$ cat src/rtl/wb_arb_pkg.sv
`default_nettype none
// ============================================================================
//  Module      : wb_arb_pkg
//  Description : Shared definitions for the two-way Wishbone arbiter: FSM
//                state encoding, default timeout read data and small helpers.
//                The optional bus timeout is enabled with WB_ARB_TIMEOUT_EN.
//  Revision    : 1.0 - initial release
// ============================================================================
package wb_arb_pkg;

    // Arbiter state encoding (two bits, three legal states)
    localparam logic [1:0] ST_IDLE  = 2'd0;
    localparam logic [1:0] ST_GNT_A = 2'd1;
    localparam logic [1:0] ST_GNT_B = 2'd2;

    // last_grant encoding: which master was granted most recently
    localparam logic C_LAST_A = 1'b0;
    localparam logic C_LAST_B = 1'b1;

    // Read data handed back when the arbiter fabricates an ack
    localparam logic [31:0] C_TIMEOUT_DATA_DEFAULT = 32'hDEAD_DEAD;

    // Width of the timeout counter
    localparam int C_TIMEOUT_CNT_W = 16;

    // A master is requesting when both cycle and strobe are asserted
    function automatic logic wb_req(input logic cyc, input logic stb);
        return cyc & stb;
    endfunction

endpackage : wb_arb_pkg
`default_nettype wire

$ cat src/rtl/wb_arb_timeout.sv
`default_nettype none
// ============================================================================
//  Module      : wb_arb_timeout
//  Description : Wait-state counter for the arbiter bus timeout. Counts
//                granted strobe cycles without an ack and flags expiry when
//                the count equals TIMEOUT_CYCLES. Only instantiated when
//                WB_ARB_TIMEOUT_EN is defined.
//  Revision    : 1.0 - initial release
// ============================================================================
module wb_arb_timeout
    import wb_arb_pkg::*;
#(
    parameter int TIMEOUT_CYCLES = 255
) (
    input  logic i_clk,
    input  logic i_rst,
    input  logic i_count_en,
    input  logic i_clear,
    output logic o_expired
);

    localparam logic [C_TIMEOUT_CNT_W-1:0] c_LIMIT = C_TIMEOUT_CNT_W'(TIMEOUT_CYCLES);

    logic [C_TIMEOUT_CNT_W-1:0] r_count;

    // Count stalled strobe cycles; clear takes priority over counting
    always_ff @(posedge i_clk) begin
        if (i_rst || i_clear) begin
            r_count <= '0;
        end else if (i_count_en) begin
            r_count <= r_count + 1'b1;
        end
    end

    assign o_expired = (r_count == c_LIMIT);

endmodule : wb_arb_timeout
`default_nettype wire

$ cat src/rtl/wb_arbiter_2way.sv
`default_nettype none
// ============================================================================
//  Module      : wb_arbiter_2way
//  Description : Two-master to one-slave Wishbone arbiter. Round-robin on
//                simultaneous requests, grant held for the whole cycle (cyc)
//                of the winning master. Define WB_ARB_TIMEOUT_EN to build a
//                wait-state timeout that fabricates an ack with TIMEOUT_DATA.
//  Revision    : 1.0 - initial release
// ============================================================================
module wb_arbiter_2way
    import wb_arb_pkg::*;
#(
    parameter int          ADDR_WIDTH     = 32,
    parameter int          TIMEOUT_CYCLES = 255,
    parameter logic [31:0] TIMEOUT_DATA   = C_TIMEOUT_DATA_DEFAULT
) (
    input  logic                  wb_clk_i,
    input  logic                  wb_rst_i,
    // Upstream master A
    input  logic                  wbs_a_stb_i,
    input  logic                  wbs_a_cyc_i,
    input  logic                  wbs_a_we_i,
    input  logic [3:0]            wbs_a_sel_i,
    input  logic [31:0]           wbs_a_dat_i,
    input  logic [ADDR_WIDTH-1:0] wbs_a_adr_i,
    output logic                  wbs_a_ack_o,
    output logic [31:0]           wbs_a_dat_o,
    // Upstream master B
    input  logic                  wbs_b_stb_i,
    input  logic                  wbs_b_cyc_i,
    input  logic                  wbs_b_we_i,
    input  logic [3:0]            wbs_b_sel_i,
    input  logic [31:0]           wbs_b_dat_i,
    input  logic [ADDR_WIDTH-1:0] wbs_b_adr_i,
    output logic                  wbs_b_ack_o,
    output logic [31:0]           wbs_b_dat_o,
    // Downstream slave port
    output logic                  wbm_stb_o,
    output logic                  wbm_cyc_o,
    output logic                  wbm_we_o,
    output logic [3:0]            wbm_sel_o,
    output logic [31:0]           wbm_dat_o,
    output logic [ADDR_WIDTH-1:0] wbm_adr_o,
    input  logic [31:0]           wbm_dat_i,
    input  logic                  wbm_ack_i
);

    logic [1:0] r_state;
    logic [1:0] w_next_state;
    logic       r_last_grant;
    logic       w_next_last_grant;

    logic       w_req_a;
    logic       w_req_b;
    logic       w_gnt_a;
    logic       w_gnt_b;
    logic       w_granted;
    logic       w_timeout;

    // Muxed view of whichever master currently owns the bus
    logic                  w_sel_cyc;
    logic                  w_sel_stb;
    logic                  w_sel_we;
    logic [3:0]            w_sel_sel;
    logic [31:0]           w_sel_dat;
    logic [ADDR_WIDTH-1:0] w_sel_adr;
    logic                  w_up_ack;
    logic [31:0]           w_up_dat;

    assign w_req_a = wb_req(wbs_a_cyc_i, wbs_a_stb_i);
    assign w_req_b = wb_req(wbs_b_cyc_i, wbs_b_stb_i);

    // Reset gates the grant immediately so nothing leaks out during reset
    assign w_gnt_a   = (r_state == ST_GNT_A) && !wb_rst_i;
    assign w_gnt_b   = (r_state == ST_GNT_B) && !wb_rst_i;
    assign w_granted = w_gnt_a || w_gnt_b;

    // Next-state and round-robin bookkeeping
    always_comb begin
        w_next_state      = r_state;
        w_next_last_grant = r_last_grant;
        case (r_state)
            ST_IDLE: begin
                if (w_req_a && w_req_b) begin
                    if (r_last_grant == C_LAST_B) begin
                        w_next_state      = ST_GNT_A;
                        w_next_last_grant = C_LAST_A;
                    end else begin
                        w_next_state      = ST_GNT_B;
                        w_next_last_grant = C_LAST_B;
                    end
                end else if (w_req_a) begin
                    w_next_state      = ST_GNT_A;
                    w_next_last_grant = C_LAST_A;
                end else if (w_req_b) begin
                    w_next_state      = ST_GNT_B;
                    w_next_last_grant = C_LAST_B;
                end
            end
            ST_GNT_A: begin
                if (!wbs_a_cyc_i) begin
                    w_next_state = ST_IDLE;
                end
            end
            ST_GNT_B: begin
                if (!wbs_b_cyc_i) begin
                    w_next_state = ST_IDLE;
                end
            end
            default: begin
                w_next_state = ST_IDLE;
            end
        endcase
    end

    // State and last-grant registers; reset makes A win the first tie
    always_ff @(posedge wb_clk_i) begin
        if (wb_rst_i) begin
            r_state      <= ST_IDLE;
            r_last_grant <= C_LAST_B;
        end else begin
            r_state      <= w_next_state;
            r_last_grant <= w_next_last_grant;
        end
    end

    // Select the granted master's request signals
    always_comb begin
        w_sel_cyc = 1'b0;
        w_sel_stb = 1'b0;
        w_sel_we  = 1'b0;
        w_sel_sel = '0;
        w_sel_dat = '0;
        w_sel_adr = '0;
        if (w_gnt_a) begin
            w_sel_cyc = wbs_a_cyc_i;
            w_sel_stb = wbs_a_stb_i & wbs_a_cyc_i;
            w_sel_we  = wbs_a_we_i;
            w_sel_sel = wbs_a_sel_i;
            w_sel_dat = wbs_a_dat_i;
            w_sel_adr = wbs_a_adr_i;
        end else if (w_gnt_b) begin
            w_sel_cyc = wbs_b_cyc_i;
            w_sel_stb = wbs_b_stb_i & wbs_b_cyc_i;
            w_sel_we  = wbs_b_we_i;
            w_sel_sel = wbs_b_sel_i;
            w_sel_dat = wbs_b_dat_i;
            w_sel_adr = wbs_b_adr_i;
        end
    end

`ifdef WB_ARB_TIMEOUT_EN
    logic w_cnt_en;
    logic w_cnt_clr;
    logic w_expired;

    // Count only genuine wait states; any ack, expiry or loss of grant restarts
    assign w_cnt_en  = w_granted && w_sel_stb && !wbm_ack_i && !w_timeout;
    assign w_cnt_clr = !w_granted || wbm_ack_i || w_timeout;
    assign w_timeout = w_granted && w_expired;

    wb_arb_timeout #(
        .TIMEOUT_CYCLES (TIMEOUT_CYCLES)
    ) u_timeout (
        .i_clk      (wb_clk_i),
        .i_rst      (wb_rst_i),
        .i_count_en (w_cnt_en),
        .i_clear    (w_cnt_clr),
        .o_expired  (w_expired)
    );
`else
    assign w_timeout = 1'b0;
`endif

    // Downstream drive: stb is withheld in the cycle a timeout ack is forged
    always_comb begin
        wbm_cyc_o = w_sel_cyc;
        wbm_stb_o = w_sel_stb & ~w_timeout;
        wbm_we_o  = w_sel_we;
        wbm_sel_o = w_sel_sel;
        wbm_dat_o = w_sel_dat;
        wbm_adr_o = w_sel_adr;
    end

    // Response seen by the owner: forged ack on timeout, otherwise the slave's
    always_comb begin
        w_up_ack = 1'b0;
        w_up_dat = '0;
        if (w_granted) begin
            if (w_timeout) begin
                w_up_ack = 1'b1;
                w_up_dat = TIMEOUT_DATA;
            end else begin
                w_up_ack = wbm_ack_i;
                w_up_dat = wbm_dat_i;
            end
        end
    end

    // Route the response to the owner only; the other master sees zeros
    always_comb begin
        wbs_a_ack_o = w_gnt_a ? w_up_ack : 1'b0;
        wbs_a_dat_o = w_gnt_a ? w_up_dat : '0;
        wbs_b_ack_o = w_gnt_b ? w_up_ack : 1'b0;
        wbs_b_dat_o = w_gnt_b ? w_up_dat : '0;
    end

endmodule : wb_arbiter_2way
`default_nettype wire
$ cat config.mk
export PLATFORM = sky130hd
export DESIGN_NAME = wb_arbiter_2way
export DESIGN_NICKNAME = d
export VERILOG_FILES = /design/src/rtl/wb_arb_pkg.sv /design/src/rtl/wb_arb_timeout.sv /design/src/rtl/wb_arbiter_2way.sv
export SDC_FILE = /design/constraint.sdc
export NUM_CORES = 1
export LEC_CHECK = 0
export CAP_MARGIN = 40
export CORE_AREA = 2 2 123 125
export CTS_CLUSTER_SIZE = 24
export DETAILED_ROUTE_END_ITERATION = 16
export DIE_AREA = 0 0 125 127
export PLACE_DENSITY = 0.45
export REMOVE_ABC_BUFFERS = 1
export SKIP_CTS_REPAIR_TIMING = 1
export SLEW_MARGIN = 20
export SYNTH_ARGS = -nofsm -noshare
export SYNTH_HDL_FRONTEND = slang
export SYNTH_SLANG_ARGS = --single-unit
$ cat constraint.sdc
create_clock -name wb_clk_i -period 2.1 [get_ports wb_clk_i]
set_input_delay 0.63 -clock wb_clk_i [delete_from_list [all_inputs] [get_ports wb_clk_i]]
set_output_delay 0.63 -clock wb_clk_i [all_outputs]
set_load 0.03 [all_outputs]
# After elaboration in Yosys (flattened, before gate mapping)
# Cells that the tools add are included.
[op_classes]
muxes = 29
bitwise_logic = 2
n_reduce_logical = 9
n_eq_ne = 5
[op_table]
columns = ["operator", "n"]
rows = [
  ["2-to-1 mux 32 bit", 7],
  ["2-to-1 mux 1 bit", 13],
  ["2-to-1 mux 2 bit", 6],
  ["2-to-1 mux 4 bit", 2],
  ["case mux 2 bit (3 select lines)", 1],
  ["inequality test 2 bit (second input constant)", 2],
  ["inequality test 4 bit (second input constant)", 1],
  ["logical AND 1 bit", 3],
  ["AND reduction 3 bit", 1],
  ["nonzero test 3 bit", 1],
  ["AND 1 bit", 2],
  ["equality test 2 x 1 -> 1 bit (second input constant)", 1],
  ["equality test 2 bit (second input constant)", 1],
  ["logical NOT 2 bit", 1],
  ["AND reduction 2 bit", 1],
  ["logical NOT 1 bit", 1],
  ["logical OR 1 bit", 1],
]
[word_totals]
out_inout_bits = 137
reg_bits = 3
in_bits = 177
wordCells = 47

# Logic depth before layout (Yosys ltp)
[depth]
depth_word = 5
depth_mapped = 5
mapped_depth_nobuf = 2

# Worst setup path after synthesis
# No wires, ideal clock.
[synth_path]
path_kind = "input to output"
startpoint = "in wb_rst_i"
endpoint = "out wbm_stb_o"
n_path_buf = 2
t_arrival_ps = 1517
stages = 4
required_ps = 1470
slack_ps = -47
path_cell_list = "nor3b_2 buf_4 buf_2 a32o_1"
[synth_between]
elab_chain_len = 4
word_cells_on_any_way = 5
cone_classes = "mux (2); reduce/logical (3)"
[synth_rtl]
columns = ["item", "line", "source"]
rows = [
  ["start: declaration", "wb_arbiter_2way.sv:18", "input logic wb_rst_i,"],
  ["logical NOT 1 bit *", "wb_arbiter_2way.sv:74, wb_arbiter_2way.sv:75", ""],
  ["logical AND 1 bit", "wb_arbiter_2way.sv:75", "assign w_gnt_b = (r_state == ST_GNT_B) && !wb_rst_i;"],
  ["2-to-1 mux 1 bit", "wb_arbiter_2way.sv:142", "end else if (w_gnt_b) begin"],
  ["2-to-1 mux 1 bit *", "wb_arbiter_2way.sv:135", "if (w_gnt_a) begin"],
  ["end: declaration", "wb_arbiter_2way.sv:38", "output logic wbm_stb_o,"],
]
# Mark *: on every way between the ends. The rest lies on a longest branch, timed or not.

# Worst setup path in the final report
[layout_path]
startpoint = "in wb_rst_i"
endpoint = "out wbm_adr_o[19]"
[layout_between]
elab_chain_len = 4
word_cells_on_any_way = 5
cone_classes = "mux (2); reduce/logical (3)"
[layout_rtl]
columns = ["item", "line", "source"]
rows = [
  ["logical NOT 1 bit *", "wb_arbiter_2way.sv:74, wb_arbiter_2way.sv:75", ""],
  ["logical AND 1 bit", "wb_arbiter_2way.sv:75", ""],
  ["2-to-1 mux 32 bit", "wb_arbiter_2way.sv:142", ""],
  ["2-to-1 mux 32 bit *", "wb_arbiter_2way.sv:135", ""],
  ["end: declaration", "wb_arbiter_2way.sv:43", "output logic [ADDR_WIDTH-1:0] wbm_adr_o,"],
]
# Marked as above.

==> tab_implementation.tex <==
\begin{tabular}{lr}
\hline
Metric & Value \\
\hline
\multicolumn{2}{l}{\textbf{Run status}} \\
\quad Outcome & complete, but fails checks \\
\quad Violated checks & negative setup slack \\
\multicolumn{2}{l}{\textbf{Clock network}} \\
\quad CTS max path bufs & 2 \\
\quad Deepest level of the CTS H-tree & 1 \\
\quad Clock insertion delay at the later pin of the skew report & 0.22 ns \\
\quad Clock Tree Root & sky130\_fd\_sc\_hd\_\_clkbuf\_16 \\
\quad Clock Pin Slew Worst Setup and Hold Paths & 0.03 ns \\
\quad CTS tree & built \\
\quad Number of sinks on the clock net & 3 \\
\quad Total clock buffers created by CTS & 3 \\
\multicolumn{2}{l}{\textbf{Timing}} \\
\quad Clock Skew & 0.000719 ns \\
\quad Achievable frequency & 431 MHz \\
\quad Worst rel slew slack & 79.2\% \\
\quad Number of setup violations in the final report & 134 \\
\quad Max-slew violations & 0 \\
\quad Setup slack of the critical path after layout & -0.219 ns \\
\quad Summed negative setup slack over all endpoints & -20.99 ns \\
\quad Fin crit period & 2.32 ns \\
\quad Slew of the pin with the lowest slew margin & 0.307 ns \\
\quad Unrepaired setup endpoints after global routing & true \\
\quad Post-route clock period utilization & 110\% \\
\quad Number of endpoints with negative hold slack in the final report & 0 \\
\multicolumn{2}{l}{\textbf{Floorplan}} \\
\quad Die area & 15900 um2 \\
\quad Core region area & 14400 um2 \\
\quad Top Ports & about 310 \\
\quad Die extent in y & 127 um \\
\quad Die X-Extent & 125 um \\
\quad Effective utilization at floorplan & 9.30\% \\
\quad Std cell rows & 44 \\
\multicolumn{2}{l}{\textbf{Power}} \\
\quad Static Leakage & between 2 and 2.5 nW \\
\quad IR drop worst, VDD & between 0.0002 and 0.00025 V \\
\quad Total power per unit cell area & 221 nW/um2 \\
\quad Overall power consumption & $\sim$1.2 mW \\
\multicolumn{2}{l}{\textbf{Layout}} \\
\quad Area growth, synth to finish & 321\% \\
\quad Fill count & 1441 \\
\quad Net count reported at finish & 685 \\
\quad Final standard cell count with taps included and fillers excluded & 691 \\
\quad Proportion of layout cells with a drive suffix above 1 & between 40 and 50\% \\
\quad Count of antenna diodes in the layout & 0 \\
\multicolumn{2}{l}{\textbf{Critical path}} \\
\quad Worst endpoint data arrival time & around 1.7 ns \\
\quad Data required time at the worst endpoint & roughly 1.5 ns \\
\quad Category of the most critical setup path & primary input to output port \\
\quad Worst-path maximum fanout & 8 \\
\quad Kind of launch point of the worst setup path & primary input \\
\quad Type of destination of the critical path & output port \\
\multicolumn{2}{l}{\textbf{Yosys}} \\
\quad Flops \& latches, synth & 3 \\
\quad Top cells by count, synth & sky130\_fd\_sc\_hd\_\_a22o\_1, sky130\_fd\_sc\_hd\_\_and2\_1, sky130\_fd\_sc\_hd\_\_buf\_2, sky130\_fd\_sc\_hd\_\_clkbuf\_1, sky130\_fd\_sc\_hd\_\_buf\_4 \\
\quad Post-Syn Area & between 1000 and 1500 um2 \\
\quad Async SR Flop Fraction & 0\% \\
\quad Share of Yosys cell area claimed by the top area cell type & 45.1\% \\
\quad Ranking of synthesized cells by area & sky130\_fd\_sc\_hd\_\_a22o\_1, sky130\_fd\_sc\_hd\_\_and2\_1, sky130\_fd\_sc\_hd\_\_buf\_2, sky130\_fd\_sc\_hd\_\_dfxtp\_1, sky130\_fd\_sc\_hd\_\_buf\_4 \\
\quad Yosys warning total & 0 \\
\quad Most common flop cell mapped by yosys & sky130\_fd\_sc\_hd\_\_dfxtp\_1 \\
\quad Synthesized netlist cell count & between 150 and 200 \\
\quad Most used standard cell by instance count after synthesis & sky130\_fd\_sc\_hd\_\_a22o\_1 \\
\quad Post-synthesis cell type with the largest combined area & sky130\_fd\_sc\_hd\_\_a22o\_1 \\
\quad Number of enable flip-flop cells after synthesis & 0 \\
\quad Seq/Total Area, Yosys & 4.48\% \\
\quad Number of different library cells in the post-synthesis netlist & 18 \\
\quad Mapped Avg Cell Area & 7.49 um2 \\
\multicolumn{2}{l}{\textbf{Route}} \\
\quad Remaining DRCs & 0 \\
\quad Via count & around 2900 \\
\quad First-iteration detailed-routing DRC count & 76 \\
\quad Antenna viol nets, final & 0 \\
\quad Detail-routed net length per standard cell & 19.5 um \\
\quad Aggregate routed wire length & 13.5 mm \\
\quad Per-cell via count in the routed design & 4.12 \\
\quad Number of search-and-repair iterations in the first detailed-routing pass & 4 \\
\multicolumn{2}{l}{\textbf{Place}} \\
\quad DP Cell Count & 668 \\
\quad Final GP Congestion & 0.811 \\
\quad Detailed Place HPWL & 9.32 mm \\
\quad IO buf count & 313 \\
\quad Post-Place Setup Slack & -0.688 ns \\
\multicolumn{2}{l}{\textbf{Global routing}} \\
\quad Total overflow reported by the global router & 0 \\
\quad Maximum number of pins on one net before global-route repair & 69 \\
\quad All-layer global routing usage & about an eighth \\
\quad Vias in the first global route & 2641 \\
\quad Wire length of the first global-routing pass & 15.6 mm \\
\quad Antenna violations before repair & 0 \\
\multicolumn{2}{l}{\textbf{Run}} \\
\quad Number of maximum-capacitance violations & 0 \\
\multicolumn{2}{l}{\textbf{Worst hold path}} \\
\quad Path class of the lowest-slack min-delay path & flip-flop to flip-flop \\
\hline
\end{tabular}
[cells by family after synthesis]
group | after synthesis | synth area share (%)
AND/OR/NAND/NOR | 79 | 38.2
AO/OA/AOI/OAI | 74 | 48.3
flip-flops | 3 | 4.48
buffers and inverters | 23 | 8.96
[path summary, 6_finish.rpt]
kind                                    from             to  slack, ns  cells past startpoint
worst max register to register    r_state[1]     r_state[0]       0.86                      3
worst min register to register  r_last_grant     r_state[0]       0.56                      2
worst max-delay path                wb_rst_i  wbm_adr_o[19]      -0.22                      7
worst min-delay path            r_last_grant     r_state[0]       0.56                      2
[cell usage in the layout, fill, tap and decap left out]
cell	count
sky130_fd_sc_hd__nor4bb_1	1
sky130_fd_sc_hd__a22o_1	63
sky130_fd_sc_hd__buf_12	23
sky130_fd_sc_hd__dlymetal6s2s_1	2
sky130_fd_sc_hd__nor3b_4	2
sky130_fd_sc_hd__buf_4	26
sky130_fd_sc_hd__nand3b_1	2
sky130_fd_sc_hd__and2_4	47
sky130_fd_sc_hd__clkdlybuf4s50_1	173
sky130_fd_sc_hd__a22o_4	6
sky130_fd_sc_hd__o32a_1	1
sky130_fd_sc_hd__o2111a_1	1
sky130_fd_sc_hd__nand4b_1	2
sky130_fd_sc_hd__dfxtp_1	3
sky130_fd_sc_hd__buf_6	111
sky130_fd_sc_hd__a21oi_2	1
sky130_fd_sc_hd__or3b_2	1
sky130_fd_sc_hd__nor2_1	3
sky130_fd_sc_hd__clkbuf_1	1
sky130_fd_sc_hd__or2_2	1
sky130_fd_sc_hd__buf_8	4
sky130_fd_sc_hd__a32o_2	1
sky130_fd_sc_hd__and2_1	20
sky130_fd_sc_hd__a211oi_1	1
sky130_fd_sc_hd__clkbuf_16	11
[worst max-delay path, stage by stage]
cell and delay [ns]:
sky130_fd_sc_hd__buf_8 0.11, sky130_fd_sc_hd__nor3b_4 0.21, sky130_fd_sc_hd__buf_6 0.21, sky130_fd_sc_hd__buf_12 0.14, sky130_fd_sc_hd__buf_12 0.12, sky130_fd_sc_hd__a22o_1 0.14, sky130_fd_sc_hd__buf_6 0.13
[power breakdown]
part,internal (mW),leakage (nW),switching [mW]
clock network,0.250,0.0382,0.0469
logic,0.545,2.41,0.339
registers,0.0610,0.0247,0.00418
total,0.856,2.47,0.390
[through the flow]
stage	hold slack (ns)	area [um2]	util (%)
global placement	0.526	4590	31.8
finish	0.557	5640	39.1
detailed placement	0.547	4590	31.8
CTS	0.562	4670	32.4
floorplan	0.499	1220	-
global route	0.585	5640	39.1
[sequential cells by signal, summed over array words and instances, names as in the netlist]
register	flops
r_last_grant	1
r_state	2
[layout make-up]
type	instances	area (um2)	share of cell area (%)
sequential	3	60.1	1.06
multi-input combinational	153	1350	23.9
timing repair buffer	347	3920	69.5
tap	184	230	4.08
clock buffer	4	78.8	1.40
[layer usage]
| metal | routed length (um) | up-vias | global-route usage (%) | share of wire (%) |
|---|---|---|---|---|
| met1 | 5360 | 1330 | 14.6 | 40 |
| met5 | 0 | - | 0 | 0 |
| li1 | - | 1344 | - | - |
| met2 | 7240 | 170 | 23.1 | 54 |
| met3 | 802 | 6 | 2.60 | 6.0 |
| met4 | 72 | 0 | 1.24 | 0.53 |
No activity file was read; power rests on OpenSTA's default activity.
